===== src/rtl/reg_file_param.sv =====
// Parameterised two-read/one-write register file with a power-up zeroing sweep.
// Define REGFILE_BYPASS_EN for write-first reads on a same-edge address match; read-first otherwise.
module reg_file_param #(
  parameter int unsigned          DATA_W   = 32,
  parameter int unsigned          ADDR_W   = 4,
  parameter logic [DATA_W-1:0]    FILL_VAL = {DATA_W{1'b1}},
  parameter bit                   ZERO_REG = 1'b0,
  parameter int unsigned          DBG_IDX  = 1
) (
  input  logic              clk,
  input  logic              rst,
  input  logic [ADDR_W-1:0] DirA,
  input  logic [ADDR_W-1:0] DirB,
  input  logic [ADDR_W-1:0] Dir_WRA,
  input  logic [DATA_W-1:0] DI,
  input  logic              RE_A,
  input  logic              RE_B,
  input  logic              reg_WE,
  output logic [DATA_W-1:0] DataA,
  output logic [DATA_W-1:0] DataB,
  output logic              ready,
  output logic [DATA_W-1:0] Reg_dbg
);

  localparam int unsigned        DEPTH = 2 ** ADDR_W;
  localparam logic [ADDR_W-1:0]  DBG_A = DBG_IDX[ADDR_W-1:0];

  typedef enum logic {INIT, RUN} state_t;

  state_t              state_q, state_d;
  logic [ADDR_W-1:0]   cnt_q, cnt_d;
  logic                ready_q, ready_d;
  logic [DATA_W-1:0]   data_a_q, data_a_d;
  logic [DATA_W-1:0]   data_b_q, data_b_d;

  logic [DATA_W-1:0]   mem_q [DEPTH];

  logic                wr_en;
  logic [ADDR_W-1:0]   wr_addr;
  logic [DATA_W-1:0]   wr_data;
  logic                user_wr;

  logic [ADDR_W-1:0]   rd_addr [2];
  logic [DATA_W-1:0]   rd_data [2];

  assign rd_addr[0] = DirA;
  assign rd_addr[1] = DirB;
  assign user_wr    = ~reg_WE;

  // Per-port read source: hardwired zero entry first, then optional same-edge bypass.
  generate
    for (genvar gi = 0; gi < 2; gi++) begin : g_rd
      always_comb begin
        rd_data[gi] = mem_q[rd_addr[gi]];
`ifdef REGFILE_BYPASS_EN
        if (user_wr && (rd_addr[gi] == Dir_WRA)) begin
          rd_data[gi] = DI;
        end
`endif
        if (ZERO_REG && (rd_addr[gi] == '0)) begin
          rd_data[gi] = '0;
        end
      end
    end
  endgenerate

  always_comb begin
    state_d  = state_q;
    cnt_d    = cnt_q;
    wr_en    = 1'b0;
    wr_addr  = Dir_WRA;
    wr_data  = DI;
    data_a_d = FILL_VAL;
    data_b_d = FILL_VAL;
    case (state_q)
      INIT: begin
        wr_en   = 1'b1;
        wr_addr = cnt_q;
        wr_data = '0;
        cnt_d   = cnt_q + 1'b1;
        if (&cnt_q) begin
          state_d = RUN;
        end
      end
      RUN: begin
        wr_en = user_wr && !(ZERO_REG && (Dir_WRA == '0));
        if (!RE_A) data_a_d = rd_data[0];
        if (!RE_B) data_b_d = rd_data[1];
      end
      default: state_d = INIT;
    endcase
    ready_d = (state_d == RUN);
  end

  always_ff @(posedge clk or posedge rst) begin
    if (rst) begin
      state_q  <= INIT;
      cnt_q    <= '0;
      ready_q  <= 1'b0;
      data_a_q <= '0;
      data_b_q <= '0;
    end else begin
      state_q  <= state_d;
      cnt_q    <= cnt_d;
      ready_q  <= ready_d;
      data_a_q <= data_a_d;
      data_b_q <= data_b_d;
    end
  end

  // Storage is never reset; the INIT sweep is what clears it.
  always_ff @(posedge clk) begin
    if (wr_en) begin
      mem_q[wr_addr] <= wr_data;
    end
  end

  generate
    if (ZERO_REG && (DBG_IDX == 0)) begin : g_dbg_zero
      assign Reg_dbg = '0;
    end else begin : g_dbg_mem
      assign Reg_dbg = mem_q[DBG_A];
    end
  endgenerate

  assign DataA = data_a_q;
  assign DataB = data_b_q;
  assign ready = ready_q;

endmodule


===== config.mk =====
export PLATFORM = sky130hd
export DESIGN_NAME = reg_file_param
export DESIGN_NICKNAME = d
export VERILOG_FILES = /design/src/rtl/reg_file_param.sv
export SDC_FILE = /design/constraint.sdc
export NUM_CORES = 1
export LEC_CHECK = 0
export BUFFER_PORTS_ARGS = -buffer_cell sky130_fd_sc_hd__buf_2
export CAP_MARGIN = 15
export CORE_MARGIN = 1
export CORE_UTILIZATION = 38
export CTS_CLUSTER_SIZE = 25
export DETAILED_ROUTE_END_ITERATION = 8
export PLACE_DENSITY = 0.54
export SLEW_MARGIN = 20
export SYNTH_ARGS = -nofsm -noshare
export SYNTH_HDL_FRONTEND = slang
export SYNTH_SLANG_ARGS = --single-unit

===== constraint.sdc =====
create_clock -name clk -period 3.2 [get_ports clk]
set_clock_uncertainty 0.2 [all_clocks]
set_input_delay 0.64 -clock clk [delete_from_list [all_inputs] [get_ports clk]]
set_output_delay 0.64 -clock clk [all_outputs]
set_load 0.01 [all_outputs]

==> results_dict.tcl, run 1 <==
set metrics [dict create \
    numCtsBuffers 67 \
    period_needed_ns 2.58 \
    cts_tree "built" \
    hold_viol 0 \
    synth_top_area_cell "edfxtp_1" \
    synth_edf_count 512 \
    seqPwrFrac_pct 48.9 \
    ys_types 38 \
    fp.dieW_um 265 \
    layout_common_cells "edfxtp_1, mux2_2, mux2i_1" \
    synthFlopType "edfxtp_1" \
    grt_overflow 0 \
    seq_area_frac_synth_pct 65.3 \
    pwr-share-comb_pct 7.9 \
    syn-num-nets 1683 \
    synth.avg_cell_area_um2 16.0 \
    cp-start-kind "flop" \
    drt_iter0_drc 1434 \
    ios 146 \
    hpwl_mm 49.2 \
    first_global_vias 16800 \
    synthArstFlopShare_pct 11.9 \
    final_common_cell "edfxtp_1" \
    min_delay_path_depth 1 \
    slew_headroom_pct 33.3 \
    end_kind "flop" \
    stdcell_area_um2 30700 \
    tns_ns 0 \
    cp.arrival_ns 2.70 \
    min_period_over_period_pct 80.5 \
    reg2regPathDepth 4 \
    synth.area.top_cells "edfxtp_1, mux2_2, mux2i_1, dfrtp_1, mux4_2" \
    initial_utilization_pct 38.7 \
    leakagePower_nw 10.5 \
    port_buffers 145 \
    r2r-start "ready" \
    num_vias 16000 \
    cts_setup_buffers 0 \
    cts.clk_slew.worst_paths_ns 0.06 \
    grt_start_max_net_pins 45 \
    core_area_um2 67800 \
    slew_violations 0 \
    yosysTopAreaCellShare_pct 58.7 \
    ctsHoldBuffers 1 \
    required_ns 3.32 \
    synth_seq_cells 581 \
    postRouteAntennaNets 0 \
    synthCells 1633 \
    netSwitchingFraction_pct 23.2 \
    insertion_delay_ns 0.61 \
    power.switching_mw 3.98 \
    hold_path_end "cnt_q[3]" \
    hold_path_class "reg2reg" \
    ys_warn_count 0 \
    first_pass_iters 6 \
    grt_pass1_wl_mm 116 \
    power_density_nw_per_um2 560 \
    cts_root_buf "clkbuf_16" \
    track_usage_pct 22.8 \
    r2r_slack_ns 0.62 \
    drv_cap 0 \
    vdd_drop_max_v 0.000322 \
    htreeDepth 3 \
    clockPowerShare_pct 43.2 \
    setup_violations 0 \
    wl_per_cell_um 28.9 \
    clock_sinks 581 \
    cts_resized 0 \
    critPathKind "reg2reg" \
    finalNetCount 1869 \
    drt_wl_total_mm 79.3 \
    diodes 0 \
    dpl_cell_area_um2 28500 \
    dieArea_um2 70000 \
    power.internal_mw 13.2 \
    worstMarginPinSlew_ns 0.995 \
    fmax_mhz 388 \
    crit_fanout 25 \
    die_h_um 265 \
    rsz0062_at_grt "false" \
    place_congestion 0.844 \
    final_layout_size_suffix_gt1_share_pct 33.2 \
    worstHoldStart "cnt_q[3]" \
    drc_errors 0 \
    cts_buffer_depth 3 \
    antenna_found_initial 0 \
    via_per_inst 5.83 \
    status "finished clean" \
    rows 95 \
    areaGrowthSynthToFinish_pct 17.0 \
    syn_area_um2 26200 \
    r2r-end "mem_q[2][19]" \
]
routing by layer:
layer | track usage [%] | routed length, um | vias up
li1 | - | - | 6968
met4 | 7.50 | 2120 | 0
met5 | 0 | 0 | -
met1 | 30.6 | 34400 | 8387
met3 | 3.84 | 4510 | 125
met2 | 37.7 | 38200 | 533
power by group through the flow:
stage	Clock, mW	Sequential, mW	Combinational, mW
final	7.42	8.40	1.36
after floorplan	0	8.58	0.763
after detailed placement	0	8.55	1.35
after global routing	7.85	8.40	1.43
after global placement	0	8.56	1.34
after CTS	7.56	8.40	1.36
worst max path at each step:
stage | from | endpoint | slack [ns] | cells past startpoint
2_1_floorplan | ready | mem_q[13][0] | 0.03 | 5
3_3_place_gp | DirA[3] | DataA[2] | 0.49 | 4
3_5_place_dp | DirB[0] | DataB[8] | 0.54 | 5
4_1_cts | ready | mem_q[2][19] | 0.58 | 4
5_1_grt | ready | mem_q[2][19] | 0.49 | 4
6_report | ready | mem_q[2][19] | 0.62 | 4
cell type report:
| cell class | count | area, um^2 |
|---|---|---|
| flip-flops and latches | 581 | 17100 |
| well taps | 873 | 1090 |
| multi-input cells | 926 | 8580 |
| fillers | 5885 | 37100 |
| inverters | 3 | 12.5 |
| repair buffers | 240 | 1740 |
| clock inverters | 29 | 238 |
| clock buffers | 93 | 1900 |
through the flow:
step | utilization (%) | setup slack (ns) | power (mW) | std cells | hold WS, ns
5_1_grt | 45.2 | 0.494 | 17.7 | 2745 | 0.400
2_1_floorplan | - | 0.0304 | 9.34 | 1633 | 0.325
4_1_cts | 45.2 | 0.584 | 17.3 | 2745 | 0.339
3_3_place_gp | 42.1 | 0.490 | 9.89 | 2622 | 0.360
6_report | 45.2 | 0.623 | 17.2 | 2745 | 0.377
3_5_place_dp | 42.1 | 0.542 | 9.91 | 2622 | 0.380
cell families (layout without fill, tap and decap cells):
| family | Yosys count | in the layout | synth area share [%] |
|---|---|---|---|
| xor+xnor | 3 | 3 | 0.100 |
| fa+ha+maj | 1 | 1 | 0.0477 |
| flops | 581 | 581 | 65.3 |
| compound gates | 329 | 329 | 8.21 |
| buf+inv | 126 | 365 | 2.59 |
| simple gates | 144 | 144 | 2.61 |
| mux | 449 | 449 | 21.2 |
Yosys cell counts (6+ instances only):
cell type / number
o221ai_1: 64
nand2b_1: 6
edfxtp_1: 512
o21ai_0: 68
dfrtp_1: 69
buf_6: 7
o22ai_1: 63
and2_1: 34
o21ai_1: 60
mux4_2: 60
nor2_1: 24
clkbuf_1: 53
mux2i_1: 192
nand2_1: 67
buf_4: 14
buf_2: 46
mux2_2: 193
a211oi_1: 64
worst max-delay path, stage by stage, from the launching register on:
cell and delay (ns):
dfrtp_2 0.55, nor2b_1 0.21, a21oi_1 0.74, nor2_4 0.26
buf_4 0.32
sequential cells by signal, summed over array words and instances, names as in the netlist:
signal and flops:
DataA 32, DataB 32, cnt_q 4, mem_q 512, ready 1
Note: power is estimated with default switching activity, not from simulation.
==> run 2: changes to the inputs <==
ABC_AREA = 1   (was not set)
clock period = 2.3 ns   (was 3.2 ns; I/O delays follow)
==> results_dict.tcl, run 2 <==
set metrics [dict create \
    status "finished with violations" \
    violations "design-rule violations" \
    synth.avg_cell_area_um2 8.64 \
    worstHoldStart "RE_A" \
    final_common_cell "nand2_1" \
    ios 146 \
    synth_top_area_cell "edfxtp_1" \
    htreeDepth 3 \
    areaGrowthSynthToFinish_pct 16.5 \
    r2r-start "ready" \
    hold_path_class "in2reg" \
    synth_compound_area_share_pct 0.110 \
    num_vias 24000 \
    fmax_mhz 455 \
    min_period_over_period_pct 95.6 \
    numCtsBuffers 67 \
    cts_root_buf "clkbuf_16" \
    cts.clk_slew.worst_paths_ns 0.06 \
    track_usage_pct 24.5 \
    required_ns 2.41 \
    final_layout_size_suffix_gt1_share_pct 11.3 \
    vdd_drop_max_v 0.000436 \
    insertion_delay_ns 0.62 \
    cp-start-kind "flop" \
    clock_sinks 581 \
    core_area_um2 77300 \
    leakagePower_nw 15.3 \
    final_core_util_pct 44.7 \
    die_h_um 281 \
    drt_iter0_drc 2676 \
    regMostFlops "mem_q" \
    hold_viol 0 \
    period_needed_ns 2.20 \
    grt_pass1_wl_mm 145 \
    hpwl_mm 58.4 \
    synth-simple-area-share_pct 30.1 \
    synth_top_family_by_area "simple AND/OR/NAND/NOR gates" \
    first_pass_iters 7 \
    dieArea_um2 79100 \
    hold_path_end "DataA[15]" \
    synthCells 3433 \
    power_density_nw_per_um2 718 \
    drt_wl_total_mm 96.7 \
    r2r_slack_ns 0.10 \
    port_buffers 145 \
    diodes 0 \
    crit_fanout 12 \
    synth.most_common_cell "nand2_1" \
    rows 102 \
    cp.arrival_ns 2.31 \
    synthFlopType "edfxtp_1" \
    synth_seq_cells 581 \
    first_global_vias 22600 \
    r2r-end "mem_q[1][7]" \
    largest_reg_flops 512 \
    synth-adder-area-share_pct 0.0422 \
    grt_overflow 0 \
    synth_mux_area_share_pct 0 \
    synth.area.top_cells "edfxtp_1, nand3_1, nand2_1, inv_1, dfrtp_1" \
    ys_types 20 \
    slew_headroom_pct 57.6 \
    antenna_found_initial 0 \
    final_cells 4655 \
    drv_cap 0 \
    cts_buffer_depth 3 \
    grt_start_max_net_pins 80 \
    layout_common_cells "nand2_1, nand3_1, inv_1" \
    wl_per_cell_um 20.8 \
    initial_utilization_pct 38.3 \
    setup_violations 0 \
    synthArstFlopShare_pct 11.9 \
    syn-num-nets 3483 \
    syn_area_um2 29600 \
    seq_area_frac_synth_pct 57.7 \
    ys_warn_count 0 \
    place_congestion 0.820 \
    yosysTopAreaCellShare_pct 51.9 \
    drc_errors 2 \
    postRouteAntennaNets 0 \
    end_kind "flop" \
    reg2regPathDepth 8 \
    cts_tree "built" \
    post_synth_xor_area_fraction_pct 0.0591 \
    finalNetCount 3612 \
    ys_top_cells_by_count "nand2_1, nand3_1, inv_1, edfxtp_1, buf_2" \
    synth_edf_count 512 \
    critPathKind "reg2reg" \
    rsz0062_at_grt "true" \
    slew_violations 0 \
    worstMarginPinSlew_ns 0.635 \
    min_delay_path_depth 3 \
    holdWs_ns 0.0609 \
    via_per_inst 5.16 \
    placed_cells 4531 \
    fp.dieW_um 281 \
]
-- run 2: metrics by stage --
stage | power [mW] | cell area [um^2] | TNS, ns | setup WS (ns)
finish | 24.8 | 34500 | 0 | 0.101
global route | 25.6 | 34500 | -0.760 | -0.0305
CTS | 25.0 | 34500 | 0 | 0.00437
detailed placement | 14.3 | 32300 | -12.63 | -0.109
global placement | 14.3 | 32300 | -16.57 | -0.0935
floorplan | 13.4 | 29700 | -80.78 | -0.258
-- run 2: worst max-delay path by stage --
stage	startpoint	slack, ns	to
after floorplan	ready	-0.26	mem_q[4][0]
after detailed placement	Dir_WRA[1]	-0.11	mem_q[1][21]
after CTS	ready	0.004	mem_q[1][27]
final	ready	0.10	mem_q[1][7]
after global placement	ready	-0.09	mem_q[15][29]
after global routing	ready	-0.03	mem_q[14][14]
-- run 2: cell type report --
cell class,instances,area (um^2)
Fill cell,7532,42800
Sequential cell,581,17100
Multi-Input combinational cell,2067,9140
Timing Repair Buffer,280,2670
Inverter,565,2150
Clock buffer,89,1850
Tap cell,1040,1300
Clock inverter,33,324
-- run 2: metal layers --
layer  share of wire, %  GRT usage (%)  wire length, um  vias to the layer above
met3                7.2           2.81             6960                      189
met4                3.0           8.40             2900                        0
met1                 44           35.1            42300                    11400
met2                 46           38.3            44600                     1067
li1                   -              -                -                    11400
met5                  0              0                0                        -
-- run 2: report_power, final --
group / internal (mW) / total [mW] / switching [mW]
sequential: 11.6 / 11.7 / 0.0332
combinational: 0.762 / 2.48 / 1.71
clock: 6.25 / 10.7 / 4.42
total: 18.6 / 24.8 / 6.16
-- run 2: cells by family (layout without fill, tap and decap cells) --
group	count (synthesis)	in the layout
buffers and inverters	785	967
AND/OR/NAND/NOR	2058	2058
adder cells (fa/ha/maj)	1	1
AO/OA/AOI/OAI	6	6
XOR/XNOR	2	2
flip-flops	581	581
-- run 2: repair_timing --
action                                 CTS  global route
gates cloned                             0             1
buffers inserted                         0             0
hold buffers                             1             0
setup endpoints to repair              220           269
endpoints found under the hold margin   69             0
gates resized for setup                  1             3
-- run 2: critical path: stages, from the launching register on --
cell and delay, ns:
dfrtp_2 0.41, buf_4 0.13, nor2_1 0.04, nor2_2 0.22, inv_1 0.09, nor2_1 0.15
nand2_1 0.16, nor2_4 0.24, clkbuf_16 0.25
